## src/rtl/spin_commit_stage.sv

```systemverilog
// spin_commit_stage
// Commits or discards candidate spins from the energy FIFO maintainer, reissues
// the working spin downstream once per accepted candidate, and declares
// convergence after a programmable number of consecutive rejects.
//
// Ports:
//   clk_i, rst_ni          clock, asynchronous active-low reset
//   en_i                   stage enable (gates every handshake)
//   flush_i                synchronous clear back to IDLE (working spin kept)
//   load_valid_i/_spin_i   initial spin load, accepted with load_ready_o
//   stall_threshold_i      consecutive-reject limit, 0 disables convergence
//   spin_valid_i/spin_i/spin_push_none_i/spin_ready_o  candidate input
//   spin_valid_o/spin_o/spin_ready_i                   working spin output
//   converged_o, accept_cnt_o, reject_cnt_o            status
module spin_commit_stage #(
  parameter int DATASPIN = 256,
  parameter int CNT_W    = 16
) (
  input  logic                clk_i,
  input  logic                rst_ni,
  input  logic                en_i,
  input  logic                flush_i,
  input  logic                load_valid_i,
  input  logic [DATASPIN-1:0] load_spin_i,
  output logic                load_ready_o,
  input  logic [CNT_W-1:0]    stall_threshold_i,
  input  logic                spin_valid_i,
  input  logic [DATASPIN-1:0] spin_i,
  input  logic                spin_push_none_i,
  output logic                spin_ready_o,
  output logic                spin_valid_o,
  output logic [DATASPIN-1:0] spin_o,
  input  logic                spin_ready_i,
  output logic                converged_o,
  output logic [CNT_W-1:0]    accept_cnt_o,
  output logic [CNT_W-1:0]    reject_cnt_o
);

  typedef enum logic [1:0] {IDLE, RUN, CONVERGED} state_t;

  state_t                r_state;
  logic [DATASPIN-1:0]   r_spin;
  logic [CNT_W-1:0]      r_stall;
  logic [CNT_W-1:0]      r_acc;
  logic [CNT_W-1:0]      r_rej;
  logic                  r_pending;

  state_t                w_state_next;
  logic [DATASPIN-1:0]   w_spin_next;
  logic [CNT_W-1:0]      w_stall_next;
  logic [CNT_W-1:0]      w_acc_next;
  logic [CNT_W-1:0]      w_rej_next;
  logic                  w_pending_next;
  logic                  w_load_hs;
  logic                  w_in_hs;
  logic                  w_out_hs;
  logic [CNT_W:0]        w_stall_plus;
  logic                  w_conv_hit;

  function automatic logic [CNT_W-1:0] sat_inc(input logic [CNT_W-1:0] v);
    return (&v) ? v : v + 1'b1;
  endfunction

  // One bit wider so a saturated stall count can never alias a threshold.
  assign w_stall_plus = {1'b0, r_stall} + {{CNT_W{1'b0}}, 1'b1};
  assign w_conv_hit   = (stall_threshold_i != '0) &&
                        (w_stall_plus == {1'b0, stall_threshold_i});

  always_comb begin
    load_ready_o   = 1'b0;
    spin_ready_o   = 1'b0;
    spin_valid_o   = 1'b0;
    converged_o    = 1'b0;
    w_state_next   = r_state;
    w_spin_next    = r_spin;
    w_stall_next   = r_stall;
    w_acc_next     = r_acc;
    w_rej_next     = r_rej;
    w_pending_next = r_pending;

    case (r_state)
      IDLE: begin
        // Gated by reset so the output is low while reset is held.
        load_ready_o = en_i & rst_ni;
      end
      RUN: begin
        spin_ready_o = en_i & ~r_pending;
        spin_valid_o = r_pending;
      end
      CONVERGED: begin
        converged_o = 1'b1;
      end
      default: ;
    endcase

    w_load_hs = load_valid_i & load_ready_o;
    w_in_hs   = spin_valid_i & spin_ready_o;
    w_out_hs  = spin_valid_o & spin_ready_i & en_i;

    if (w_out_hs) w_pending_next = 1'b0;

    if (flush_i) begin
      w_state_next   = IDLE;
      w_pending_next = 1'b0;
      w_stall_next   = '0;
      w_acc_next     = '0;
      w_rej_next     = '0;
    end else if (w_load_hs) begin
      w_state_next   = RUN;
      w_spin_next    = load_spin_i;
      w_stall_next   = '0;
      w_acc_next     = '0;
      w_rej_next     = '0;
      w_pending_next = 1'b1;
    end else if (w_in_hs) begin
      w_pending_next = 1'b1;
      if (!spin_push_none_i) begin
        w_spin_next  = spin_i;
        w_stall_next = '0;
        w_acc_next   = sat_inc(r_acc);
      end else begin
        w_stall_next = sat_inc(r_stall);
        w_rej_next   = sat_inc(r_rej);
        if (w_conv_hit) begin
          // Converged: no final token, everything else freezes.
          w_state_next   = CONVERGED;
          w_pending_next = 1'b0;
        end
      end
    end
  end

  always_ff @(posedge clk_i or negedge rst_ni) begin
    if (!rst_ni) begin
      r_state   <= IDLE;
      r_spin    <= '0;
      r_stall   <= '0;
      r_acc     <= '0;
      r_rej     <= '0;
      r_pending <= 1'b0;
    end else begin
      r_state   <= w_state_next;
      r_spin    <= w_spin_next;
      r_stall   <= w_stall_next;
      r_acc     <= w_acc_next;
      r_rej     <= w_rej_next;
      r_pending <= w_pending_next;
    end
  end

  assign spin_o       = r_spin;
  assign accept_cnt_o = r_acc;
  assign reject_cnt_o = r_rej;

endmodule

```

## config.mk

```make
export PLATFORM = sky130hd
export DESIGN_NAME = spin_commit_stage
export DESIGN_NICKNAME = d
export VERILOG_FILES = /design/src/rtl/spin_commit_stage.sv
export SDC_FILE = /design/constraint.sdc
export NUM_CORES = 1
export LEC_CHECK = 0
export CAP_MARGIN = 15
export CORE_AREA = 5 5 316 318
export DETAILED_ROUTE_END_ITERATION = 10
export DIE_AREA = 0 0 321 323
export SLEW_MARGIN = 20
export SYNTH_ARGS = -nofsm -noshare
export SYNTH_HDL_FRONTEND = slang
export SYNTH_SLANG_ARGS = --single-unit
```

## constraint.sdc

```tcl
create_clock -name clk_i -period 2.4 [get_ports clk_i]
set_input_delay 0.24 -clock clk_i [delete_from_list [all_inputs] [get_ports clk_i]]
set_output_delay 0.24 -clock clk_i [all_outputs]
set_load 0.02 [all_outputs]
```

==> impl_metrics.toml <==
[status]
status = "finished clean"

[sta]
skew_ps = 15.7
fmax_ghz = 0.443
setup_violations = 0
min_period_ps = 2260
tns_ps = 0
finalCritPeriodShare = 0.941
relSlewSlack = 0.373
worstMarginPinSlew_ps = 941
hold_viol_final = 0
rsz0062_at_grt = "false"
final_max_slew_viol_count = 0

[logic_synthesis]
ys_types = 54
ys_seq_area_frac = 0.530
synth_edf_count = 0
syn_area_per_cell_um2 = 8.31
synth_xor_area_frac = 0.0296
synthAdderAreaFrac = 0.00259
synth.area.mux_share = 0.00138
synth_top_family_by_area = "simple AND/OR/NAND/NOR gates"
yosys_warnings = 0
ys_ff_latch = 307
synth-main-ff-cell = "dfrtp_1"
synth-compound-area-share = 0.137
async_flop_share = 1.00
syn-cell-area_mm2 = 0.0145
synthSimpleGateAreaFrac = 0.262
syn_nets = 2283
syn_inst = 1744

[global_routing]
grt_max_degree = 131
grt_pass1_wl_mm = 115
track_usage = 0.150
overflow = 0
first_global_vias = 15800
antenna_found_initial = 1

[worst_setup_path]
path_class = "register to register"
crit_family = "compound AO/OA/AOI/OAI gates"
max_stage_delay_ps = 420
cp-start-kind = "register"
required_ps = 2870
cp_num_cells = 8
cp_slowest_cell = "dfrtp_2"
end_kind = "register"
path_cells = "ha_1, nand3_4, or2_2, a21oi_1, a31oi_1, o2111ai_1, nor3_2, a211oi_1"
path_max_fanout = 6
reg2regPathDepth = 8
arrival_ps = 2730
path_buf_inv = 0

[cells_and_area]
fillers = 10400
drive_gt1_frac = 0.0693
final_net_count = 3118
layout_common_cells = "clkdlybuf4s50_1 (825), nand2_1 (539), nor2_1 (310)"
post-route-util = 0.273
area_delta_synth_final_pct = 81.4
diodes = 0
final_common_cell = "clkdlybuf4s50_1"

[drt]
drt-total-wl_mm = 83.0
viasPerCell = 4.06
drt_iter0_drc = 1094
drc = 0
routed-via-count = 15800
antenna_left = 0
dr.pass1.iters = 5
wl_per_cell_um = 21.4

[run]
maxCapViolCount = 0

[die]
core_area_mm2 = 0.0963
io_pins = 828
dieArea_mm2 = 0.104
die_y_um = 323
rows = 114
start_util = 0.151
die_x_um = 321

[power]
cellLeakagePower_nw = 10.5
powerDensity_mw_per_mm2 = 796
vdd_drop_max_v = 0.000509

[placement]
place_congestion = 0.865
dp_hpwl_mm = 66.1
portBuffers = 827

[clock_network]
htreeDepth = 2
clkTransAtPathRegs_ps = 60
cts_setup_buffers = 0
clockBufferDepth = 3
clkLatencyLatePin_ps = 580
tritoncts = "built"
cts_root_buf = "clkbuf_16"
cts_sinks = 307
cts_made_buffers = 41

[worst_hold_path]
whs_path_depth = 3
min_path_type = "input port to register"
through the flow:
stage	std cells	area [um2]	setup WS [ps]	hold WS, ps	power (W)
after floorplan	1744	14500	238	-55.6	0.00965
after global placement	3811	24900	88.2	321	0.0145
after detailed placement	3811	24900	5.70	321	0.0145
after CTS	3887	26300	85.3	146	0.0213
after global routing	3887	26300	7.09	178	0.0219
final	3887	26300	142	211	0.0209
registers in the layout, indices dropped and copies added (netlist names):
register and flops:
r_state 2, reject_cnt_o 16, accept_cnt_o 16, r_pending 1
spin_o 256, r_stall 16
synth_stat cells, types with 2 or more instances:
cell	number	area share
buf_2	25	0.0086
nand4_1	11	0.0047
o41ai_1	2	0.0012
ha_1	3	0.0026
a41oi_2	2	0.0022
and2_0	2	0.00086
and2_1	4	0.0017
o31ai_1	7	0.0036
nand2_1	539	0.14
xnor2_1	26	0.016
nor2b_1	2	0.00086
nor4_1	5	0.0022
buf_1	7	0.0018
mux2i_1	2	0.0014
clkbuf_1	93	0.024
dfrtp_1	307	0.53
a21oi_1	10	0.0035
nand3_1	14	0.0048
and3_1	11	0.0047
and4_1	6	0.0036
o211ai_1	2	0.0010
inv_1	7	0.0018
or3_1	6	0.0026
a31oi_1	258	0.11
nor3b_1	2	0.0010
o21ai_0	27	0.0093
nand3b_1	2	0.0010
nor2_1	310	0.080
nor3_1	3	0.0010
nor3_2	2	0.0014
and4bb_2	2	0.0017
xor2_1	23	0.014
what timing repair did:
action / CTS / global route
hold buffers: 1 / 0
pin swaps: 0 / 1
resized for setup: 1 / 1
setup endpoints to repair: 1 / 11
hold endpoints to repair: 21 / 0
layer usage:
metal	global-route usage	part of all wire	vias to the layer above
met5	0	0	-
met4	0.0366	0.023	0
met3	0.0465	0.089	86
met2	0.249	0.47	671
met1	0.192	0.42	7477
li1	-	-	7561
power by group:
group,internal (W),switching [W],total [W]
combinational,0.00337,0.00385,0.00721
sequential,0.00628,0.000843,0.00712
clock,0.00402,0.00258,0.00660
total,0.0137,0.00728,0.0209
worst reg2reg max path, delay by kind of cell, from the launching register on:
family          cells  cell delay [ps]
fa+ha+maj           1              250
compound gates      4              870
simple gates        3              620
flops               1              420
cells by family (layout without fill, tap and decap cells):
logic type / after synthesis / count (layout)
AO/OA/AOI/OAI: 315 / 315
XOR/XNOR: 49 / 49
adder cells (fa/ha/maj): 3 / 3
buffers and inverters: 133 / 1000
flip-flops: 307 / 307
multiplexers: 2 / 2
AND/OR/NAND/NOR: 935 / 935
final timing paths:
kind | from | end | slack (ps)
max reg2reg | r_stall[0] | r_state[0] | 140
max | r_stall[0] | r_state[0] | 140
max in group asynchronous | rst_ni | r_stall[0] | 810
min in group asynchronous | rst_ni | spin_o[89] | 360
min | spin_i[13] | spin_o[13] | 210
min reg2reg | r_stall[15] | r_stall[15] | 520
area by class of cell:
cell class	instances	area [um2]	area share
well taps	1276	1600	0.0607
flip-flops and latches	307	7680	0.292
multi-input cells	1304	6300	0.240
clock inverters	14	185	0.00704
inverters	7	26.3	0.000999
repair buffers	918	9260	0.352
clock buffers	61	1240	0.0473
(Power assumes the default switching activity.)
==> patch 1: new RTL, config.mk and constraints unchanged <==
Make the reset (`rst_ni`) synchronous in one clocked block. Comments in the files are not updated.
--- a/src/rtl/spin_commit_stage.sv
+++ b/src/rtl/spin_commit_stage.sv
@@ -132,3 +132,3 @@
 
-  always_ff @(posedge clk_i or negedge rst_ni) begin
+  always_ff @(posedge clk_i) begin
     if (!rst_ni) begin
Function: not settled (the Yosys comparison gave no result); the edit may change what the design does.
==> patch 1 against the unedited design <==
  * Design area fell by 1.6%
  * Sequential cell count stayed put
  * Synthesized area shrank 4.7%
  * Routed wire length rose by 0.95%
  * Worst setup slack worse by 0.12 ns
  * Hold slack improved by 0.024 ns
  * Critical endpoint is now r_state[0]
Power is not compared: it rests on default switching activity, and its combinational part moved more than twofold at a synthesized area within 25%.
==> patch 1: results (changes against the unedited design) <==
stage,metric,value,unit,change
yosys,adder-cell share of the synthesized area,0.272,%,+0.013 points
critical_path,crit path max-delay cell type,or4_4,,
grt,first-pass GRT wire length,115000,um,-0.25%
yosys,post-synthesis net count,2336,,+2.3%
critical_path,crit path max fanout,7,,+1
critical_path,R2R Path Start,r_stall[0],,
critical_path,cell family with most CP delay,simple AND/OR/NAND/NOR gates,,
timing,Worst Max-Slew Pin Slew,0.892,ns,-0.0489 ns
critical_path,Crit path largest cell delay,0.58,ns,+0.16 ns
drt,Avg WL per Cell,21.2,um,-0.66%
power,Total Power,0.0138,W,
place,Post-Place Cells,3874,,+1.7%
yosys,Compound-Gate Fraction of Synth Area,19.1,%,+5.4 points
critical_path,Setup crit start,r_stall[0],,
place,Final HPWL DP,69000,um,+4.4%
grt,largest net degree at the start of global routing,147,,+12%
yosys,"Async S/R FF share, synth",0,%,-100 points
clock_tree,Num CTS Buffers,39,,-4.9%
power,switching share of power,26.5,%,
grt,vias in the first global route,15785,,-0.40%
yosys,Synth top cells by count,"543 x nand2_1, 307 x dfxtp_1, 304 x nor2_1",,
place,pre-CTS setup slack,-0.222,ns,-0.228 ns
yosys,count of different cell masters after synthesis,62,,+15%
yosys,main area contributors after synthesis,"dfxtp_1 44%, a311oi_1 16%, nand2_1 15%",,
outcome,outcome,"complete, no violations",,
yosys,sequential element share of the synthesized area,44.5,%,-8.5 points
yosys,mux contribution to synthesized area,0.299,%,+0.16 points
drt,Vias,16535,,+4.7%
grt,antenna violations before repair,3,,+2
place,"Cell Area, Placed",24400,um2,-1.6%
final_layout,Layout Nets,3184,,+2.1%
drt,1st-pass router iterations,8,,+3
final_layout,fin cells,3950,,+1.6%
==> patch 1: cell types whose count changed after synthesis, moves of 7 or more <==
cell | before | now
buf_2 | 25 | 18
nor3_1 | 3 | 11
xor2_1 | 23 | 15
dfxtp_1 | 0 | 307
clkbuf_1 | 93 | 134
a21oi_1 | 10 | 24
a311oi_1 | 0 | 256
a31oi_1 | 258 | 4
o21ai_0 | 27 | 20
dfrtp_1 | 307 | 0
==> patch 1: metal layers <==
layer	routed length [um]	part of all wire [%]	GRT usage [%]
met2	38100	45	24.4
met4	1960	2.3	3.73
met3	7700	9.2	4.86
met1	36100	43	19.3
met5	0	0	0
==> patch 1: layout make-up <==
| type | count | area, um2 |
|---|---|---|
| fill | 10388 | 70400 |
| timing repair buffer | 962 | 9650 |
| multi-input combinational | 1327 | 7170 |
| sequential | 307 | 6150 |
| tap | 1276 | 1600 |
| clock buffer | 54 | 1100 |
| clock inverter | 15 | 169 |
| inverter | 8 | 37.5 |
| antenna | 1 | 2.50 |
==> patch 1: path summary, 6_finish.rpt <==
path / cells past startpoint / slack [ns] / end
setup / recovery: 7 / 0.02 / r_state[0]
hold / removal: 3 / 0.24 / spin_o[133]
setup reg to reg: 7 / 0.02 / r_state[0]
hold reg to reg: 2 / 0.49 / spin_o[38]
==> patch 1: cells by family (layout without fill, tap and decap cells) <==
logic type	count (synthesis)	in the layout
muxes	4	4
buffers and inverters	163	1039
AOI/OAI and AO/OA	323	323
other	0	1
DFF	307	307
adders and majority gates	3	3
xor gates and xnor gates	39	39
and+or+nand+nor	958	958
==> patch 1: what timing repair did <==
action                     CTS  global route
buffers inserted             5             1
pin swaps                    9             6
resized for setup           14            13
setup endpoints to repair    3             6
hold buffers                 0             0
==> patch 2: new RTL, config.mk and constraints unchanged <==
Without the edit above. The parameter `CNT_W` goes from 16 to 14.
--- a/src/rtl/spin_commit_stage.sv
+++ b/src/rtl/spin_commit_stage.sv
@@ -16,3 +16,3 @@
   parameter int DATASPIN = 256,
-  parameter int CNT_W    = 16
+  parameter int CNT_W    = 14
 ) (
Interface: changed (resized accept_cnt_o, reject_cnt_o and stall_threshold_i); port bits go from 828 to 822. The function was not compared with the original's and may differ.
==> patch 2 against the unedited design <==
  * Design area fell by 2.1%
  * Die area unchanged
  * Synthesized area down 1.7%
  * Hold slack improved by 0.0097 ns
  * Worst setup slack worse by 0.010 ns
  * Sequential cell count fell by 6
  * Power down 5.1%
  * Routed wire length decreased by 14%
==> patch 2: results (changes against the unedited design) <==
stage,metric,value,unit,change
timing,clock skew,0.0112,ns,-0.00451 ns
clock_tree,Max Root-Sink Buffers,3,,unchanged
final_layout,# fillers,10329,,-0.28%
critical_path,Crit path largest cell delay,0.65,ns,+0.23 ns
critical_path,crit path max-delay cell type,clkdlybuf4s50_1,,
yosys,Synth top cells by count,"536 x nand2_1, 301 x dfrtp_1, 297 x nor2_1",,
yosys,Synth Flop Type,dfrtp_1,,
drt,drt total wl,71200,um,-14%
clock_tree,H-tree Lvls,2,,unchanged
power,Max rail drop VDD,0.429,mV,-16%
outcome,outcome,"complete, no violations",,
clock_tree,Root Driver,clkbuf_16,,
final_layout,Layout Nets,3074,,-1.4%
clock_tree,postcts setup bufs,0,,unchanged
yosys,"Async S/R FF share, synth",100,%,unchanged
yosys,Synth warnings,0,,unchanged
yosys,sequential element share of the synthesized area,52.8,%,-0.16 points
grt,antenna violations before repair,3,,+2
drt,Via density,4.01,,-1.4%
place,Final HPWL DP,55200,um,-16%
clock_tree,clk_lat worst skew,0.57,ns,
yosys,main area contributors after synthesis,"dfrtp_1 53%, nand2_1 14%, a31oi_1 11%",,
yosys,count of different cell masters after synthesis,57,,+5.6%
power,leak pwr,10.3,nW,-2.1%
grt,vias in the first global route,15310,,-3.4%
timing,Worst Max-Slew Pin Slew,0.916,ns,-0.0253 ns
place,GP Congestion,0.847,,-2.1%
worst_hold_path,type of the tightest min-delay check,input pin to register,,
grt,first-pass GRT wire length,101000,um,-12%
grt,largest net degree at the start of global routing,130,,-0.76%
final_layout,max reg flops,256,,unchanged
grt,GRT Total Usage,12.8,%,-2.3 points
yosys,post-synthesis net count,2251,,-1.4%
drt,DRC Markers,0,,unchanged
clock_tree,clock-pin slew of the registers on the worst-case setup and hold paths,0.06,ns,about the same
final_layout,Antenna diodes,0,,unchanged
drt,starting DRC count in detailed routing,937,,-14%
critical_path,crit path max fanout,4,,-2
place,I/O Buffers,821,,-0.73%
critical_path,crit path DAT,2.03,ns,-0.70 ns
final_layout,layout cells sized above 1,6.50,%,-0.43 points
drt,1st-pass router iterations,5,,unchanged
clock_tree,Num CTS Buffers,41,,unchanged
## patch 2: worst max-delay path: cells and delay by family, from the launching register on
kind | cells | cell delay, ns
DFF | 1 | 0.41
buffers and inverters | 1 | 0.65
and+or+nand+nor | 1 | 0.40
## patch 2: cells by family (layout without fill, tap and decap cells)
kind of cell / count (synthesis) / count (layout) / share of synthesized area (%)
compound gates: 320 / 320 / 14.2
fa+ha+maj: 3 / 3 / 0.263
flops: 301 / 301 / 52.8
mux: 5 / 5 / 0.351
simple gates: 908 / 908 / 25.6
buf+inv: 137 / 991 / 4.28
xor+xnor: 40 / 40 / 2.46
## patch 2: worst paths after layout
kind	depth (start not counted)	slack, ns	end	startpoint
hold reg to reg	2	0.55	spin_o[165]	spin_o[165]
max in group asynchronous	4	0.93	spin_o[181]	rst_ni
setup reg to reg	8	0.25	r_pending	r_stall[1]
setup / recovery	2	0.13	spin_ready_o	r_pending
hold / removal	3	0.22	spin_o[49]	load_spin_i[49]
min in group asynchronous	3	0.33	spin_o[20]	rst_ni
## patch 2: what timing repair did
action	in CTS	in global routing
endpoints found under the setup margin	2	7
hold buffers	1	0
endpoints found under the hold margin	11	0
gates resized for setup	2	1
## patch 2: metrics by stage
stage | instance area [um2] | utilization (%) | std cells | worst slack, ns | power (W)
detailed placement | 24400 | 25.3 | 3769 | 0.0679 | 0.0139
finish | 25800 | 26.7 | 3844 | 0.132 | 0.0199
floorplan | 14300 | - | 1714 | 0.209 | 0.00955
global placement | 24400 | 25.3 | 3769 | 0.0695 | 0.0138
global route | 25800 | 26.7 | 3844 | 0.0448 | 0.0209
CTS | 25700 | 26.7 | 3844 | 0.0662 | 0.0203
## patch 2: cell type report
| class | instances | area, um2 | share of cell area (%) |
|---|---|---|---|
| well taps | 1276 | 1600 | 6.20 |
| multi-input cells | 1276 | 6140 | 23.9 |
| clock inverters | 12 | 105 | 0.408 |
| repair buffers | 908 | 9100 | 35.3 |
| flip-flops and latches | 301 | 7530 | 29.3 |
| inverters | 9 | 33.8 | 0.131 |
| clock buffers | 62 | 1240 | 4.81 |
## patch 2: power by group
part | internal [W] | switching, W | leakage [nW] | total, W
Combinational | 0.00336 | 0.00344 | 6.18 | 0.00680
Clock | 0.00367 | 0.00248 | 0.658 | 0.00616
Sequential | 0.00618 | 0.000747 | 3.49 | 0.00692
Total | 0.0132 | 0.00667 | 10.3 | 0.0199
## patch 2: routing by layer
| layer | track usage, % | vias up | share of wire [%] |
|---|---|---|---|
| met3 | 4.96 | 98 | 9.8 |
| met1 | 15.2 | 7230 | 40 |
| li1 | - | 7433 | - |
| met2 | 21.2 | 641 | 47 |
| met4 | 4.36 | 4 | 3.5 |
| met5 | 0 | - | 0.037 |
